===== src/rtl/ram_arbiter_pkg.sv =====
//------------------------------------------------------------------------------
// ram_arbiter_pkg
//
// Shared types and constants for the RAM arbiter that lets instruction fetch
// (IF) and the load/store unit (MEM) share one single-port, synchronous-read
// RAM.
//
// Contents:
//   XLEN_WIDTH        default address/data width
//   STARVE_CNT_WIDTH  width of the anti-starvation counter
//   pend_e            owner of the read currently in flight
//   starve_cnt_t      anti-starvation counter type
//   next_pend()       owner of the read issued this cycle (if any)
//------------------------------------------------------------------------------
package ram_arbiter_pkg;

   localparam int XLEN_WIDTH       = 32;
   localparam int STARVE_CNT_WIDTH = 4;

   typedef enum logic [1:0] {
      PEND_NONE = 2'd0,
      PEND_IF   = 2'd1,
      PEND_MEM  = 2'd2
   } pend_e;

   typedef logic [STARVE_CNT_WIDTH-1:0] starve_cnt_t;

   // The read owner depends only on what was granted this cycle: a new read
   // may issue while the previous one is returning, so the old state never
   // matters. Stores complete in the grant cycle and leave nothing pending.
   function automatic pend_e next_pend(input logic if_gnt,
                                       input logic mem_gnt,
                                       input logic mem_we);
      pend_e nxt;
      nxt = PEND_NONE;
      if (if_gnt) begin
         nxt = PEND_IF;
      end else if (mem_gnt && !mem_we) begin
         nxt = PEND_MEM;
      end
      return nxt;
   endfunction

endpackage : ram_arbiter_pkg


===== src/rtl/ram_arbiter_if.sv =====
//------------------------------------------------------------------------------
// ram_arbiter_if
//
// Bundles every bus signal around the RAM arbiter: the IF read port, the MEM
// load/store port and the shared RAM port.
//
// Modports:
//   slave   arbiter view (requests and RAM read data in; grants, read
//           returns, pauses and RAM controls out)
//   master  system view (requesters and the RAM)
//------------------------------------------------------------------------------
interface ram_arbiter_if
   import ram_arbiter_pkg::*;
#(
   parameter int XLEN = XLEN_WIDTH
);

   // IF read port
   logic            if_req;
   logic [XLEN-1:0] if_addr;
   logic            if_gnt;
   logic            if_rvalid;
   logic [XLEN-1:0] if_rdata;
   logic            if_pause;

   // MEM load/store port
   logic            mem_req;
   logic            mem_we;
   logic [XLEN-1:0] mem_addr;
   logic [XLEN-1:0] mem_wdata;
   logic            mem_gnt;
   logic            mem_rvalid;
   logic [XLEN-1:0] mem_rdata;
   logic            mem_pause;

   // Shared RAM port
   logic [XLEN-1:0] ram_addr;
   logic            ram_write_en;
   logic [XLEN-1:0] ram_write_data;
   logic [XLEN-1:0] ram_read_data;

   modport slave (
      input  if_req, if_addr,
      input  mem_req, mem_we, mem_addr, mem_wdata,
      input  ram_read_data,
      output if_gnt, if_rvalid, if_rdata, if_pause,
      output mem_gnt, mem_rvalid, mem_rdata, mem_pause,
      output ram_addr, ram_write_en, ram_write_data
   );

   modport master (
      output if_req, if_addr,
      output mem_req, mem_we, mem_addr, mem_wdata,
      output ram_read_data,
      input  if_gnt, if_rvalid, if_rdata, if_pause,
      input  mem_gnt, mem_rvalid, mem_rdata, mem_pause,
      input  ram_addr, ram_write_en, ram_write_data
   );

endinterface : ram_arbiter_if


===== src/rtl/ram_arbiter.sv =====
//------------------------------------------------------------------------------
// ram_arbiter
//
// Shares one synchronous-read, single-port RAM between instruction fetch (IF)
// and the load/store unit (MEM). At most one access is granted per cycle;
// read data returns exactly one cycle after the grant. MEM has fixed
// priority, but after STARVE_LIMIT consecutive MEM grants with IF waiting,
// IF is forced a turn.
//
// Parameters:
//   XLEN          address/data width
//   STARVE_LIMIT  MEM grants tolerated while IF waits (legal range 1..15)
//
// Ports:
//   clk   rising-edge clock
//   rst   asynchronous, active-high reset
//   bus   ram_arbiter_if.slave: IF port, MEM port and shared RAM port
//------------------------------------------------------------------------------
module ram_arbiter
   import ram_arbiter_pkg::*;
#(
   parameter int XLEN         = XLEN_WIDTH,
   parameter int STARVE_LIMIT = 4
) (
   input  logic         clk,
   input  logic         rst,
   ram_arbiter_if.slave bus
);

   localparam starve_cnt_t STARVE_LIMIT_C = starve_cnt_t'(STARVE_LIMIT);

   //---------------------------------------------------------------------------
   // State
   //---------------------------------------------------------------------------
   pend_e           pend_q,       pend_d;
   starve_cnt_t     starve_cnt_q, starve_cnt_d;
   logic [XLEN-1:0] if_hold_q,    if_hold_d;
   logic [XLEN-1:0] mem_hold_q,   mem_hold_d;

   //---------------------------------------------------------------------------
   // Combinational signals
   //---------------------------------------------------------------------------
   logic            force_if;
   logic            if_gnt;
   logic            mem_gnt;
   logic            ram_write_en;
   logic [XLEN-1:0] ram_addr;
   logic [XLEN-1:0] ram_write_data;
   logic            if_rvalid;
   logic            mem_rvalid;
   logic [XLEN-1:0] if_rdata;
   logic [XLEN-1:0] mem_rdata;

   //---------------------------------------------------------------------------
   // Grant and RAM port mux
   //---------------------------------------------------------------------------
   // Grants are combinational, so they are masked by rst to keep the RAM port
   // quiet (no stray write strobe) for the whole time reset is held.
   always_comb begin
      force_if       = (starve_cnt_q == STARVE_LIMIT_C);
      if_gnt         = 1'b0;
      mem_gnt        = 1'b0;
      ram_addr       = '0;
      ram_write_en   = 1'b0;
      ram_write_data = '0;

      if (!rst) begin
         if_gnt  = bus.if_req & (~bus.mem_req | force_if);
         mem_gnt = bus.mem_req & ~if_gnt;
      end

      if (mem_gnt) begin
         ram_addr = bus.mem_addr;
      end else if (if_gnt) begin
         ram_addr = bus.if_addr;
      end

      ram_write_en = mem_gnt & bus.mem_we;
      if (ram_write_en) begin
         ram_write_data = bus.mem_wdata;
      end
   end

   //---------------------------------------------------------------------------
   // Anti-starvation counter
   //---------------------------------------------------------------------------
   // Counts MEM grants that happened while IF was waiting. It stops at the
   // limit; the forced IF grant that follows clears it, so it never wraps.
   always_comb begin
      starve_cnt_d = starve_cnt_q;
      if (!bus.if_req || if_gnt) begin
         starve_cnt_d = '0;
      end else if (mem_gnt && (starve_cnt_q != STARVE_LIMIT_C)) begin
         starve_cnt_d = starve_cnt_q + starve_cnt_t'(1);
      end
   end

   //---------------------------------------------------------------------------
   // Pending-read FSM and read return
   //---------------------------------------------------------------------------
   always_comb begin
      pend_d     = next_pend(if_gnt, mem_gnt, bus.mem_we);

      if_rvalid  = (pend_q == PEND_IF);
      mem_rvalid = (pend_q == PEND_MEM);

      // The owner sees RAM data straight through in the return cycle; the
      // holding register keeps that value visible afterwards. The other
      // requester's data is left untouched.
      if_hold_d  = if_hold_q;
      mem_hold_d = mem_hold_q;
      if_rdata   = if_hold_q;
      mem_rdata  = mem_hold_q;

      if (if_rvalid) begin
         if_hold_d = bus.ram_read_data;
         if_rdata  = bus.ram_read_data;
      end
      if (mem_rvalid) begin
         mem_hold_d = bus.ram_read_data;
         mem_rdata  = bus.ram_read_data;
      end
   end

   //---------------------------------------------------------------------------
   // Registers
   //---------------------------------------------------------------------------
   // Resetting pend_q drops any read granted just before reset, so no
   // rvalid fires for it; the requester re-issues afterwards.
   always_ff @(posedge clk or posedge rst) begin
      if (rst) begin
         pend_q       <= PEND_NONE;
         starve_cnt_q <= '0;
         if_hold_q    <= '0;
         mem_hold_q   <= '0;
      end else begin
         pend_q       <= pend_d;
         starve_cnt_q <= starve_cnt_d;
         if_hold_q    <= if_hold_d;
         mem_hold_q   <= mem_hold_d;
      end
   end

   //---------------------------------------------------------------------------
   // Outputs
   //---------------------------------------------------------------------------
   assign bus.if_gnt         = if_gnt;
   assign bus.if_rvalid      = if_rvalid;
   assign bus.if_rdata       = if_rdata;
   assign bus.if_pause       = bus.if_req & ~if_gnt;

   assign bus.mem_gnt        = mem_gnt;
   assign bus.mem_rvalid     = mem_rvalid;
   assign bus.mem_rdata      = mem_rdata;
   assign bus.mem_pause      = bus.mem_req & ~mem_gnt;

   assign bus.ram_addr       = ram_addr;
   assign bus.ram_write_en   = ram_write_en;
   assign bus.ram_write_data = ram_write_data;

endmodule : ram_arbiter


===== src/flat_wrapper.sv =====
// flat-port wrapper written by rule: the top's interface ports become plain ports
module ram_arbiter_flat import ram_arbiter_pkg::*;
#(
   parameter int XLEN         = XLEN_WIDTH,
   parameter int STARVE_LIMIT = 4
)
  (clk, rst, bus_if_req, bus_if_addr, bus_mem_req, bus_mem_we, bus_mem_addr, bus_mem_wdata, bus_ram_read_data, bus_if_gnt, bus_if_rvalid, bus_if_rdata, bus_if_pause, bus_mem_gnt, bus_mem_rvalid, bus_mem_rdata, bus_mem_pause, bus_ram_addr, bus_ram_write_en, bus_ram_write_data);
  ram_arbiter_if #(.XLEN(XLEN)) bus_i ();
  input  logic clk;
  input  logic rst;
  input wire logic [$bits(bus_i.if_req)-1:0] bus_if_req;
  input wire logic [$bits(bus_i.if_addr)-1:0] bus_if_addr;
  input wire logic [$bits(bus_i.mem_req)-1:0] bus_mem_req;
  input wire logic [$bits(bus_i.mem_we)-1:0] bus_mem_we;
  input wire logic [$bits(bus_i.mem_addr)-1:0] bus_mem_addr;
  input wire logic [$bits(bus_i.mem_wdata)-1:0] bus_mem_wdata;
  input wire logic [$bits(bus_i.ram_read_data)-1:0] bus_ram_read_data;
  output wire logic [$bits(bus_i.if_gnt)-1:0] bus_if_gnt;
  output wire logic [$bits(bus_i.if_rvalid)-1:0] bus_if_rvalid;
  output wire logic [$bits(bus_i.if_rdata)-1:0] bus_if_rdata;
  output wire logic [$bits(bus_i.if_pause)-1:0] bus_if_pause;
  output wire logic [$bits(bus_i.mem_gnt)-1:0] bus_mem_gnt;
  output wire logic [$bits(bus_i.mem_rvalid)-1:0] bus_mem_rvalid;
  output wire logic [$bits(bus_i.mem_rdata)-1:0] bus_mem_rdata;
  output wire logic [$bits(bus_i.mem_pause)-1:0] bus_mem_pause;
  output wire logic [$bits(bus_i.ram_addr)-1:0] bus_ram_addr;
  output wire logic [$bits(bus_i.ram_write_en)-1:0] bus_ram_write_en;
  output wire logic [$bits(bus_i.ram_write_data)-1:0] bus_ram_write_data;
  assign bus_i.if_req = bus_if_req;
  assign bus_i.if_addr = bus_if_addr;
  assign bus_i.mem_req = bus_mem_req;
  assign bus_i.mem_we = bus_mem_we;
  assign bus_i.mem_addr = bus_mem_addr;
  assign bus_i.mem_wdata = bus_mem_wdata;
  assign bus_i.ram_read_data = bus_ram_read_data;
  assign bus_if_gnt = bus_i.if_gnt;
  assign bus_if_rvalid = bus_i.if_rvalid;
  assign bus_if_rdata = bus_i.if_rdata;
  assign bus_if_pause = bus_i.if_pause;
  assign bus_mem_gnt = bus_i.mem_gnt;
  assign bus_mem_rvalid = bus_i.mem_rvalid;
  assign bus_mem_rdata = bus_i.mem_rdata;
  assign bus_mem_pause = bus_i.mem_pause;
  assign bus_ram_addr = bus_i.ram_addr;
  assign bus_ram_write_en = bus_i.ram_write_en;
  assign bus_ram_write_data = bus_i.ram_write_data;
  ram_arbiter #(.XLEN(XLEN), .STARVE_LIMIT(STARVE_LIMIT)) u_core (.clk(clk), .rst(rst), .bus(bus_i));
endmodule

===== config.mk =====
export PLATFORM = sky130hd
export DESIGN_NAME = ram_arbiter_flat
export DESIGN_NICKNAME = d
export VERILOG_FILES = /design/src/rtl/ram_arbiter_pkg.sv /design/src/rtl/ram_arbiter_if.sv /design/src/rtl/ram_arbiter.sv /design/src/flat_wrapper.sv
export SDC_FILE = /design/constraint.sdc
export NUM_CORES = 1
export LEC_CHECK = 0
export ABC_CLOCK_PERIOD_IN_PS = 1760
export BUFFER_PORTS_ARGS = -buffer_cell sky130_fd_sc_hd__buf_2
export CORE_AREA = 2 2 103 105
export DETAILED_ROUTE_END_ITERATION = 16
export DIE_AREA = 0 0 105 107
export GPL_TIMING_DRIVEN = 0
export MAX_ROUTING_LAYER = met4
export PLACE_DENSITY = 0.77
export SYNTH_ARGS = -nofsm -noshare
export SYNTH_HDL_FRONTEND = slang
export SYNTH_SLANG_ARGS = --single-unit

===== constraint.sdc =====
create_clock -name clk -period 1.76 [get_ports clk]
set_input_delay 0.088 -clock clk [delete_from_list [all_inputs] [get_ports clk]]
set_output_delay 0.088 -clock clk [all_outputs]
set_load 0.05 [all_outputs]

==> results of run 1 <==
[layer usage]
layer | GRT usage | vias to the layer above | part of all wire
met5 | - | - | 0
met4 | 0.1067 | 0 | 0.036
met3 | 0.05167 | 38 | 0.053
met2 | 0.5213 | 180 | 0.55
met1 | 0.3113 | 1757 | 0.36
li1 | - | 1614 | -
[worst register-to-register path: stages, from the launching register on]
cell	delay [ps]
dfrtp_1	390
buf_6	120
nand2b_4	200
buf_12	170
buf_16	130
mux2_4	320
buf_4	140
[timing repair]
action                                  in CTS  in global routing
buffers inserted                            30                 21
cloned                                       9                  3
endpoints found under the hold margin       36                  1
endpoints found under the setup margin     134                133
pin swaps                                   39                 21
gates resized for setup                    567                 61
hold buffers                                 6                  1
[kinds of logic after synthesis]
kind of cell	count (synthesis)
xor+xnor	1
buf+inv	26
flops	70
fa+ha+maj	2
compound gates	38
simple gates	51
mux	64
[power by group]
group | total, mW | switching [mW] | internal, mW
combinational | 4.16 | 2.24 | 1.91
sequential | 2.03 | 0.121 | 1.91
clock | 1.37 | 0.667 | 0.701
[how the worst max path moves through the flow]
stage	to	slack (ps)	cells past startpoint	start
final	bus_ram_addr[30]	-370	8	u_core.starve_cnt_q[0]
after global routing	bus_ram_addr[30]	-430	8	u_core.starve_cnt_q[0]
after CTS	bus_ram_addr[27]	-380	8	u_core.starve_cnt_q[1]
after detailed placement	bus_ram_addr[6]	-390	7	u_core.starve_cnt_q[0]
after global placement	u_core.starve_cnt_q[1]	-450	4	rst
after floorplan	bus_ram_addr[10]	-30	6	u_core.starve_cnt_q[0]
[cells in the mapped netlist, drive strengths merged (2+ instances only)]
library cell	number	area (um^2)
and3	32	200.2
mux2	64	720.7
dfrtp	70	1752
a22o	32	280.3
clkbuf	8	30.03
buf	14	141.4
and2	3	21.27
nor2b	6	40.04
a21boi	2	15.02
ha	2	25.02
inv	4	15.01
nand2b	2	20.02
[flip-flops by register name, summed over array words and instances (netlist names)]
| register | count |
|---|---|
| u_core.mem_hold_q | 32 |
| u_core.pend_q | 2 |
| u_core.starve_cnt_q | 4 |
| u_core.if_hold_q | 32 |
[final cells by class]
class                           count  area share
Timing Repair Buffer              335      0.4392
Multi-Input combinational cell    156      0.2577
Sequential cell                    70      0.2206
Buffer                             17     0.03199
Tap cell                          136     0.02143
Clock buffer                       10     0.01734
Clock inverter                      6    0.008668
Inverter                            4    0.002364
Timing Repair inverter              1   0.0006304
==> results.md, run 1 <==
- Vias/cell: around 4.9
- Worst Reg-to-Reg Cells: 6
- Worst-path maximum fanout: 5
- Initial antenna violation count: 0
- CORE AREA: 10090 um^2
- # Max-Cap Violations: 0
- Post-Place Cells: approximately 660
- Final Max Tran Viols: 0
- Syn Inst Count: ~250
- Post-synthesis sequential area ratio: 0.5208
- Gpl congestion: 0.9046
- FF+latch count, synth: 70
- Hold Worst Slack: about 18 ps
- Most used cell along the critical path: buf_8
- Gr usage total: 0.2859
- Area delta synth->final: 136.0%
- R2r startpoint: u_core.pend_q[1]
- Htree depth: 3
- Final min period: ~2100 ps
- Antenna viol nets, final: 0
- Syn nets: approximately 390
- Max transition margin: 0.4005
- Post-synthesis adder-cell area fraction: 0.007440
- Buf/Inv on CP: 4
- Syn. warnings: 0
- Final setup viols: roughly 130
- Router iterations before antenna repair: 4
- Total CTS buffers: 9
- CP Class: reg2out
- Mean Syn Cell Area: 13.35 um^2
- Final period utilization: 1.209
- Pwr Total: between 7 and 8 mW
- First-pass GRT wire length: between 20000 and 25000 um
- Unique masters post-synth: 33
- Vias in the first global route: roughly 4000
- Via count: ~3600
- CP peak stage delay: roughly 400 ps
- Reg area: around 1800 um^2
- Row cnt: 37
- Design Area, Final: 7939 um^2
- Register-to-register setup slack: 180 ps
- Routed wire length: ~17000 um
- Setup_tns: -25970 ps
- Failing checks: setup timing
- Share of post-route cells with drive strength above 1: 0.8264
- Hold Crit Class: in2reg
- Port buffer count: 267
- Post-synth ARST share: 1.000
- Gr ovfl total: 0
- Ys flop type: dfrtp_1
- CP cell instances: inv_2 -> ha_4 -> nor2b_4 -> a31oi_4 -> buf_8 -> clkbuf_16 -> a22o_4 -> buf_8
- DP Area: approximately 5000 um^2
- EDFF count, synth: 0
- Setup WS post-layout: -367.6 ps
- Max Clock Skew: between 9 and 10 ps
- PwrDens: 952.4 nW/um^2
- # IOs: 268
- Die ar.: ~11000 um^2
- Worst skew pair latency: approximately 340 ps
- Max Fclk: 0.4700 GHz
- Largest delay share family, worst path: buffers and inverters
- Endpoints failing hold: 0
- CTS tree: built
- DP HPWL: around 10000 um
- Outcome: finished, violations left
- Peak VDD IR: around 0.00062 V
- Crit path capture type: output pin
- Utilization after layout: 0.7866
- Most common cell after layout, fill and taps aside: buf_2
- Maximum clock insertion buffer count: 2
- Ant. Diodes: 0
- Clock transition at path regs: around 90 ps
- Most frequent cells in the layout: 133 x buf_2, 118 x buf_8, 70 x dfrtp_1
- Pre-CTS setup slack: -392.1 ps
- Worst setup SP type: register
- Synthesized area: about 3400 um^2
- CTS sink cnt: 70
- Post-Synth Simple-Gate Area: 0.09896
- Synth Area in XOR/XNOR: 0.002604
- Leak: between 3 and 4 nW
- Worst Hold Depth: 2
- Die height: around 110 um
- Clk Tree Root Cell: clkbuf_8
- Area of the multi-input gates: about 2000 um^2
- Synth Area in Compound Gates: 0.1004
- RSZ-0062 raised after global routing: yes
- Worst Tran Pin Value: slightly below 900 ps
- Hold EP: u_core.mem_hold_q[1]
- Arr. time, crit path: approximately 2000 ps
- Crit-path slowest cell: dfrtp_1
- Fin nets: roughly 730
- Post-Layout Cell Count: roughly 740
- Drt drc: 0
- Largest family of logic cells by synthesized area: multiplexers
- Critical Path RT: around 1700 ps
- Die W: ~110 um
- Filler cell count: roughly 550
- Initial DRC count: ~140
- RR Endpoint: u_core.if_hold_q[24]
- Largest net degree at the start of global routing: roughly 40
- Multiplexer area fraction after synthesis: 0.2143
- Initial Util: 0.3333
- HP Start: bus_ram_read_data[1]
- Wire per inst: roughly 23 um
Note: power is estimated with default switching activity, not from simulation.
==> run 2: changes to the inputs <==
ABC_AREA = 1   (was unset)
CORE_AREA = 2 2 105 107   (was 2 2 103 105)
DIE_AREA = 0 0 107 109   (was 0 0 105 107)
PLACE_DENSITY = 0.76   (was 0.77)
==> run 2 against run 1 <==
Net effect:
- sequential power decreased by 2%
- register-to-register slack better by 90 ps
- design area rose by 6.7%
- the run still ends with setup timing left
- wire length increased by 2.8%
==> results.md, run 2 <==
- Post-synth top area cell: dfrtp_1
- Met3 Wirelength: 1075 um (+22%)
- Clk Tree Root Cell: clkbuf_8
- Initial DRC count: 271 (+99%)
- Stages on worst setup path: 9 (+1)
- Most used cell along the critical path: nand2_4
- Worst Hold Depth: 3 (+1)
- CORE AREA: 10600 um^2 (+5.1%)
- Setup WS post-layout: -302.1 ps (+65.52 ps)
- PwrDens: 806.7 nW/um^2 (-15%)
- Metal-1 WL: 6181 um (+2.2%)
- Final period utilization: 1.172 (-0.03723)
- EDFF count, synth: 0 (unchanged)
- Fin nets: 902 (+24%)
- Share of post-route cells with drive strength above 1: 0.6839 (-0.1424)
- Gpl congestion: 0.7379 (-18%)
- Leak: 4.061 nW (+2.4%)
- Ys flop type: dfrtp_1
- Post-Synth Simple-Gate Area: 0.2683 (+0.1694)
- Critical Path RT: 1670 ps (about the same)
- Post-Layout Cell Count: 912 (+24%)
- Die height: 109 um (+1.9%)
- Mean Syn Cell Area: 7.627 um^2 (-43%)
- Total CTS buffers: 9 (unchanged)
- Filler cell count: 569 (+2.7%)
- Most common cell after layout, fill and taps aside: buf_2
- Worst Reg-to-Reg Cells: 9 (+3)
- Gr usage total: 0.2766 (-0.009272)
- Largest delay share family, worst path: simple AND/OR/NAND/NOR gates
- Main area contributors after synthesis: dfrtp_1 50%, nand2_1 14%, o21ai_0 9.3%, inv_1 8.0%, nand3_1 5.0%
- Largest family of logic cells by synthesized area: simple AND/OR/NAND/NOR gates
- Comb pwr share: 0.537 (-0.013)
- Post-synth ARST share: 1.000 (unchanged)
- Largest net degree at the start of global routing: 43 (+4.9%)
- Die ar.: 11660 um^2 (+3.8%)
- Port buffer count: 266 (-0.37%)
- Synthesized area: 3516 um^2 (+4.5%)
- Gr ovfl total: 0 (unchanged)
- Wire per inst: 18.76 um (-17%)
- Buf/Inv on CP: 3 (-1)
- Initial Util: 0.3316 (-0.001648)
- Initial antenna violation count: 0 (unchanged)
- Final Max Tran Viols: 0 (unchanged)
- CTS sink cnt: 70 (unchanged)
- DP Area: 6369 um^2 (+28%)
- Endpoints failing hold: 0 (unchanged)
- Vias/cell: 4.880 (about the same)
- Vias in the first global route: 4703 (+17%)
- Reg area: 1752 um^2 (unchanged)
- Top Layer Used: met4
- Crit-path slowest cell: dfrtp_1
- Max transition margin: 0.7809 (+0.3804)
- # IOs: 268 (unchanged)
- Post-synthesis adder-cell area fraction: 0.007117 (-0.0003230)
- Arr. time, crit path: 1970 ps (-70 ps)
- Commonest cells in the netlist: 128 x nand2_1, 75 x inv_1, 70 x dfrtp_1
- Multiplexer area fraction after synthesis: 0 (-0.2143)
- Failing checks: setup timing
- Maximum clock insertion buffer count: 2 (unchanged)
- Max Clock Skew: 6.034 ps (-3.647 ps)
- Met2 Wirelength: 9517 um (+4.3%)
- Post-synth top area share: 0.4982 (-0.02261)
- Worst Tran Pin Value: 328.7 ps (-565.7 ps)
- Most frequent cells in the layout: 138 x buf_2, 71 x nand2_1, 70 x dfrtp_1
- CP cell instances: inv_2 -> ha_4 -> nand3_4 -> nand2_4 -> nand2_4 -> clkbuf_4 -> nand3_1 -> nand2_8 -> buf_8
- Net load switching power: 3.130 mW (+3.2%)
- DP HPWL: 10140 um (+1.3%)
- Worst setup SP type: register
- Area delta synth->final: 141.0%
- Synth Area in Compound Gates: 0.09395 (-0.006496)
- Biggest regs: u_core.if_hold_q x32, u_core.mem_hold_q x32, u_core.starve_cnt_q x4
- Drt drc: 0 (unchanged)
- Clk pwr share: 0.171 (-0.010)
- Syn nets: 596 (+54%)
- CP Class: reg2out
- Syn. warnings: 0 (unchanged)
- Register-to-register setup slack: 270 ps (+90 ps)
- Peak VDD IR: 0.0006759 V (+8.3%)
- Via count: 4451 (+24%)
- Routed wire length: 17110 um (+2.8%)
- Final min period: 2062 ps (-65.52 ps)
- Outcome: finished, violations left
- Worst skew pair latency: 350 ps (about the same)
- Clock transition at path regs: 80 ps (about the same)
- Hold Crit Class: in2reg
- CTS tree: built
- Most numerous cell in the Yosys netlist: nand2_1
- Max Fclk: 0.4849 GHz (+3.2%)
- Internal Power: 3.705 mW (-18%)
- Router iterations before antenna repair: 4 (unchanged)
- Synth Area in XOR/XNOR: 0.002491 (-0.0001131)
- Final setup viols: 67 (-48%)
- Sequential share of power: 0.291 (+0.022)
- Ant. Diodes: 0 (unchanged)
- Area of the multi-input gates: 3074 um^2 (+50%)
- Crit path capture type: output pin
- Design Area, Final: 8473 um^2 (+6.7%)
- Antenna viol nets, final: 0 (unchanged)
- RSZ-0062 raised after global routing: yes
- Syn Inst Count: 461 (+83%)
- FF+latch count, synth: 70 (unchanged)
- Htree depth: 3 (unchanged)
- Post-Place Cells: 868 (+32%)
- Row cnt: 38 (+2.7%)
- Unique masters post-synth: 22 (-33%)
- Utilization after layout: 0.7992 (+0.01252)
- CP peak stage delay: 390 ps (about the same)
- Switch share: 0.4579 (+0.05686)
- Die W: 107 um (+1.9%)
- Worst-path maximum fanout: 10 (+5)
- First-pass GRT wire length: 24110 um (+1.3%)
- Post-synthesis sequential area ratio: 0.4982 (-0.02261)
- # Max-Cap Violations: 0 (unchanged)
run 2: cell count changes after synthesis, moves of 34 or more:
cell | previous run | this run
nor2_1 | 1 | 37
nand2_1 | 1 | 128
inv_1 | 4 | 75
o21ai_0 | 1 | 65
nand3_1 | 1 | 35
mux2_1 | 56 | 0
run 2: what timing repair did:
item                       4_1_cts  5_1_grt
setup endpoints to repair      134      116
hold buffers                     4        0
resized for setup              383       88
hold endpoints to repair        30        0
pin swaps                       40       16
buffers inserted                16        4
cloned                           5        0
run 2: per-layer routing:
metal  up-vias  global-route usage
met5         -                   -
met4         0             0.08349
met3        27             0.05619
met2       213              0.5045
met1      2179              0.3053
li1       2032                   -
run 2: layout make-up:
class | instances | area share
Sequential cell | 70 | 0.2067
Timing Repair Buffer | 295 | 0.3101
Tap cell | 140 | 0.02067
Buffer | 27 | 0.04209
Multi-Input combinational cell | 287 | 0.3628
Inverter | 77 | 0.03677
Clock buffer | 11 | 0.01669
Clock inverter | 5 | 0.004135
run 2: metrics by stage:
step / power (mW) / hold WS, ps / setup TNS (ps) / setup WS [ps]
finish: 6.836 / 38.10 / -16350 / -302.1
floorplan: 4.165 / 154.4 / -38710 / -417.8
global route: 7.092 / 45.02 / -21070 / -374.5
global placement: 4.805 / 311.4 / -41700 / -1158
CTS: 6.613 / 4.398 / -16790 / -353.5
detailed placement: 4.866 / 295.1 / -12070 / -313.3
run 2: logic make-up (layout without fill, tap and decap cells):
logic type | after synthesis | count (layout)
buf+inv | 104 | 415
xor+xnor | 1 | 1
compound gates | 66 | 66
flops | 70 | 70
fa+ha+maj | 2 | 2
simple gates | 218 | 218
run 2: worst paths after layout:
kind,endpoint,startpoint
hold / removal,u_core.if_hold_q[29],bus_ram_read_data[29]
max in group asynchronous,u_core.mem_hold_q[7],rst
setup reg to reg,u_core.pend_q[0],u_core.starve_cnt_q[1]
hold reg to reg,u_core.mem_hold_q[18],u_core.mem_hold_q[18]
min in group asynchronous,u_core.starve_cnt_q[3],rst
setup / recovery,bus_ram_addr[11],u_core.starve_cnt_q[1]
run 2: worst register-to-register path, delay by kind of cell, from the launching register on:
family        cells  cell delay (ps)
fa+ha+maj         1              140
buf+inv           5              590
flops             1              410
simple gates      3              290
run 2: power by group through the flow:
stage / Sequential (mW) / Clock (mW) / Combinational [mW]
floorplan: 1.99 / 0 / 2.17
CTS: 1.98 / 1.19 / 3.44
global placement: 2.00 / 0 / 2.80
finish: 1.99 / 1.17 / 3.67
detailed placement: 2.01 / 0 / 2.85
global route: 2.01 / 1.28 / 3.81
==> run 3: changes to the inputs <==
CORE_AREA = unset   (was 2 2 105 107)
CORE_MARGIN = 3   (was unset)
CORE_UTILIZATION = 36   (was unset)
DIE_AREA = unset   (was 0 0 107 109)
PLACE_DENSITY = 0.8   (was 0.76)
SETUP_SLACK_MARGIN = 0.4   (was unset)
==> run 3 against run 2 <==
Net effect:
- synthesized cell count did not move
- synthesized area did not move
- the run now fails in 5_1_grt
==> results.md, run 3 <==
- Post-synthesis adder-cell area fraction: 0.007117 (unchanged)
- Post-synth top area share: 0.4982 (unchanged)
- Htree depth: 3 (unchanged)
- Row cnt: 35 (-7.9%)
- Maximum clock insertion buffer count: 2 (unchanged)
- Total CTS buffers: 9 (unchanged)
- Ys flop type: dfrtp_1
- Unique masters post-synth: 22 (unchanged)
- Synth Area in Compound Gates: 0.09395 (unchanged)
- Initial Util: 0.3752 (+0.04356)
- CTS sink cnt: 70 (unchanged)
- Die height: 104.8 um (-3.8%)
- Commonest cells in the netlist: 128 x nand2_1, 75 x inv_1, 70 x dfrtp_1
- Post-Synth Simple-Gate Area: 0.2683 (unchanged)
- Worst_ep kind: top-level output
- Largest family of logic cells by synthesized area: simple AND/OR/NAND/NOR gates
- Largest net degree at the start of global routing: 43
- Crit. endpoint post-GRT repair: bus_ram_write_data[15]
- Synthesized area: 3516 um^2 (unchanged)
- Synth Area in XOR/XNOR: 0.002491 (unchanged)
- Multiplexer area fraction after synthesis: 0 (unchanged)
- EDFF count, synth: 0 (unchanged)
- Syn. warnings: 0 (unchanged)
- Post-synth ARST share: 1.000 (unchanged)
- DP HPWL: 11300 um (+11%)
- Post-synthesis sequential area ratio: 0.4982 (unchanged)
- FF+latch count, synth: 70 (unchanged)
- Main area contributors after synthesis: dfrtp_1 50%, nand2_1 14%, o21ai_0 9.3%, inv_1 8.0%, nand3_1 5.0%
- Outcome: stopped before the end
- Port buffer count: 266 (unchanged)
- Syn Inst Count: 461 (unchanged)
- Syn nets: 596 (unchanged)
- Post-synth top area cell: dfrtp_1
- Gpl congestion: 0.8629 (+17%)
- Initial antenna violation count: 3
- Most numerous cell in the Yosys netlist: nand2_1
- # IOs: 268 (unchanged)
- Gr ovfl total: 439
- Clk Tree Root Cell: clkbuf_8
- Die W: 104.8 um (-2.0%)
- Exit stage: 5_1_grt
- Tool error: [ERROR GRT-0232] Routing congestion too high. Check the congestion heatmap in the GUI.
- Gr usage total: 0.8654
- Mean Syn Cell Area: 7.627 um^2 (unchanged)
-- run 3: cell counts after synthesis --
Identical to the previous run, type by type.
-- run 3: timing repair --
item	CTS
gates cloned	12
gates resized for setup	428
buffers inserted	37
hold endpoints to repair	71
pin swaps	22
endpoints found under the setup margin	156
hold buffers	3
-- run 3: cells by family after synthesis --
group	Yosys count
AND/OR/NAND/NOR	218
XOR/XNOR	1
AO/OA/AOI/OAI	66
adder cells (fa/ha/maj)	2
flip-flops	70
buffers and inverters	104
-- run 3: metrics by stage --
step | hold WS [ps] | cells | setup TNS, ps | area [um^2] | worst slack (ps)
detailed placement | 283.4 | 857 | -12490 | 6447 | -415.9
global placement | 292.0 | 856 | -32700 | 6427 | -966.4
CTS | -104.3 | 925 | -10020 | 8750 | -214.2
floorplan | 154.4 | 461 | -4088 | 4935 | -142.6
-- run 3: layer usage --
layer,GRT overflow,GRT usage
met1,2,0.8147
met2,319,1.091
met3,2,0.5720
met4,116,0.9700
met5,-,-
==> run 4: changes to the inputs <==
ABC_CLOCK_PERIOD_IN_PS = 2300   (was 1760)
CORE_UTILIZATION = 32   (was 36)
MAX_ROUTING_LAYER = unset   (was met4)
PLACE_DENSITY = unset   (was 0.8)
PLACE_DENSITY_LB_ADDON = 0.15   (was unset)
SETUP_SLACK_MARGIN = unset   (was 0.4)
clock period = 2.3 ns   (was 1.76 ns; I/O delays follow)
==> run 4 against run 3 <==
Net effect:
- the run now ends clean
==> results.md, run 4 (synthesis gave the netlist of run 2 again) <==
- Leak: roughly 3.3 nW
- Initial DRC count: 140
- Met1 Use GR: 0.2368
- Max Fclk: between 0.4 and 0.5 GHz
- Busiest grt layer: met2
- Critical Path RT: between 2000 and 2500 ps
- Crit path capture type: output pin
- First-pass GRT wire length: around 20000 um
- Worst Reg-to-Reg Cells: 4
- Area of the multi-input gates: 1313 um^2
- PwrDens: 797.3 nW/um^2
- CP peak stage delay: 360 ps
- R2r startpoint: u_core.pend_q[0]
- Met3 usage in global routing: 0.05022
- Final min period: between 2000 and 2500 ps
- Router iterations before antenna repair: 4
- Worst Tran Pin Value: roughly 880 ps
- Crit-path slowest cell: dfrtp_1
- Die W: 110.8 um (+5.7%)
- Endpoints failing hold: 0
- Post-Layout Cell Count: ~880
- Row cnt: 37 (+5.7%)
- Final period utilization: 0.9239
- Hold Worst Slack: around 50 ps
- Most frequent cells in the layout: 251 x buf_2, 128 x nand2_1, 74 x inv_1
- Area delta synth->final: 51.10%
- Filler cell count: between 1000 and 1500
- GR Util met2: 0.3394
- # Max-Cap Violations: 0
- Clk Tree Root Cell: clkbuf_8
- Share of post-route cells with drive strength above 1: 0.4284
- Max Clock Skew: between 9 and 10 ps
- Total CTS buffers: 9 (unchanged)
- CP cell instances: inv_1 -> ha_1 -> nand3_4 -> nand2_4 -> nand2_4 -> nand3_2 -> buf_4 -> nor2_1 -> buf_2
- Hold Crit Class: in2reg
- CTS sink cnt: 70 (unchanged)
- RR Endpoint: u_core.if_hold_q[13]
- Biggest regs: u_core.if_hold_q x32, u_core.mem_hold_q x32, u_core.starve_cnt_q x4
- DP HPWL: 9945 um (-12%)
- Worst setup SP type: register
- Via count: 3906
- Worst Hold Depth: 3
- Reg area: ~1800 um^2
- Most common cell after layout, fill and taps aside: buf_2
- Maximum clock insertion buffer count: 2 (unchanged)
- Drt drc: 0
- Post-Place Cells: 864 (+0.82%)
- Peak VDD IR: between 0.0003 and 0.0004 V
- Largest net degree at the start of global routing: 38
- Utilization after layout: 0.5055
- Die height: 110.8 um (+5.7%)
- Routed wire length: between 10000 and 15000 um
- CORE AREA: ~11000 um^2
- Clock transition at path regs: ~80 ps
- Setup_tns: 0 ps
- Outcome: completed
- Initial Util: 0.3346 (-0.04060)
- Final setup viols: 0
- HP Start: bus_ram_read_data[5]
- Max transition margin: 0.4134
- Antenna viol nets, final: 0
- Most used cell along the critical path: nand2_4
- Vias/cell: 4.424
- CP Class: reg2out
- Design Area, Final: 5313 um^2
- Gr usage total: 0.1959
- Final Max Tran Viols: 0
- Ant. Diodes: 0
- Register-to-register setup slack: just over 800 ps
- Fin nets: between 800 and 900
- Vias in the first global route: between 3000 and 4000
- Port buffer count: 266 (unchanged)
- Die ar.: around 12000 um^2
- Setup crit start: u_core.starve_cnt_q[0]
- Postcts setup bufs: 0 (-100%)
- Worst skew pair latency: about 340 ps
- Initial antenna violation count: 0
- Htree depth: 3 (unchanged)
- Wire per inst: around 14 um
- Gpl congestion: 0.9054 (+4.9%)
- Hold EP: u_core.mem_hold_q[5]
- Gr ovfl total: 0
- # IOs: 268 (unchanged)
- DP Area: 5041 um^2 (-22%)
- Worst-path maximum fanout: 10
- Arr. time, crit path: approximately 2000 ps
- CTS tree: built
run 4: final cells by class:
cell class	count	area share
repair inverters	1	0.0009421
well taps	136	0.03203
repair buffers	270	0.2727
clock buffers	9	0.02332
inverters	77	0.05535
multi-input cells	287	0.2471
plain buffers	27	0.03132
flip-flops and latches	70	0.3297
clock inverters	6	0.007536
run 4: stage by stage:
stage	setup WS, ps	power, mW
after CTS	8.322	4.287
final	175.0	4.236
after global routing	-3.817	4.474
after global placement	-654.2	3.402
after detailed placement	-64.48	3.426
after floorplan	-172.4	2.915
run 4: timing repair:
action	in CTS	in global routing
gates resized for setup	0	34
hold buffers	3	0
hold endpoints to repair	18	0
endpoints found under the setup margin	29	25
cloned	1	0
run 4: worst max path at each step:
stage                             end  slack, ps  cells after the start
6_report        bus_ram_write_data[4]        170                      9
5_1_grt        bus_ram_write_data[17]         -4                      9
4_1_cts        bus_ram_write_data[23]          8                      9
3_5_place_dp         bus_ram_addr[20]        -60                      9
3_3_place_gp         bus_ram_addr[20]       -650                      8
2_1_floorplan    u_core.mem_hold_q[0]       -170                      4
run 4: per-layer routing:
metal  vias up  share of wire
li1       1969              -
met1      1773           0.42
met2       147           0.50
met3        17          0.066
met4         0          0.024
met5         -              0
run 4: critical path: cells and delay by family (launching register included):
kind                       cells  cell delay [ps]
and+or+nand+nor                5              530
adders and majority gates      1              230
DFF                            1              360
buffers and inverters          3              550
run 4: power by group:
part	switching [mW]	internal [mW]	total, mW	leakage, nW
clock network	0.454	0.383	0.836	0.0848
registers	0.0575	1.45	1.51	0.865
logic	1.46	0.424	1.89	2.36
total	1.98	2.26	4.24	3.31
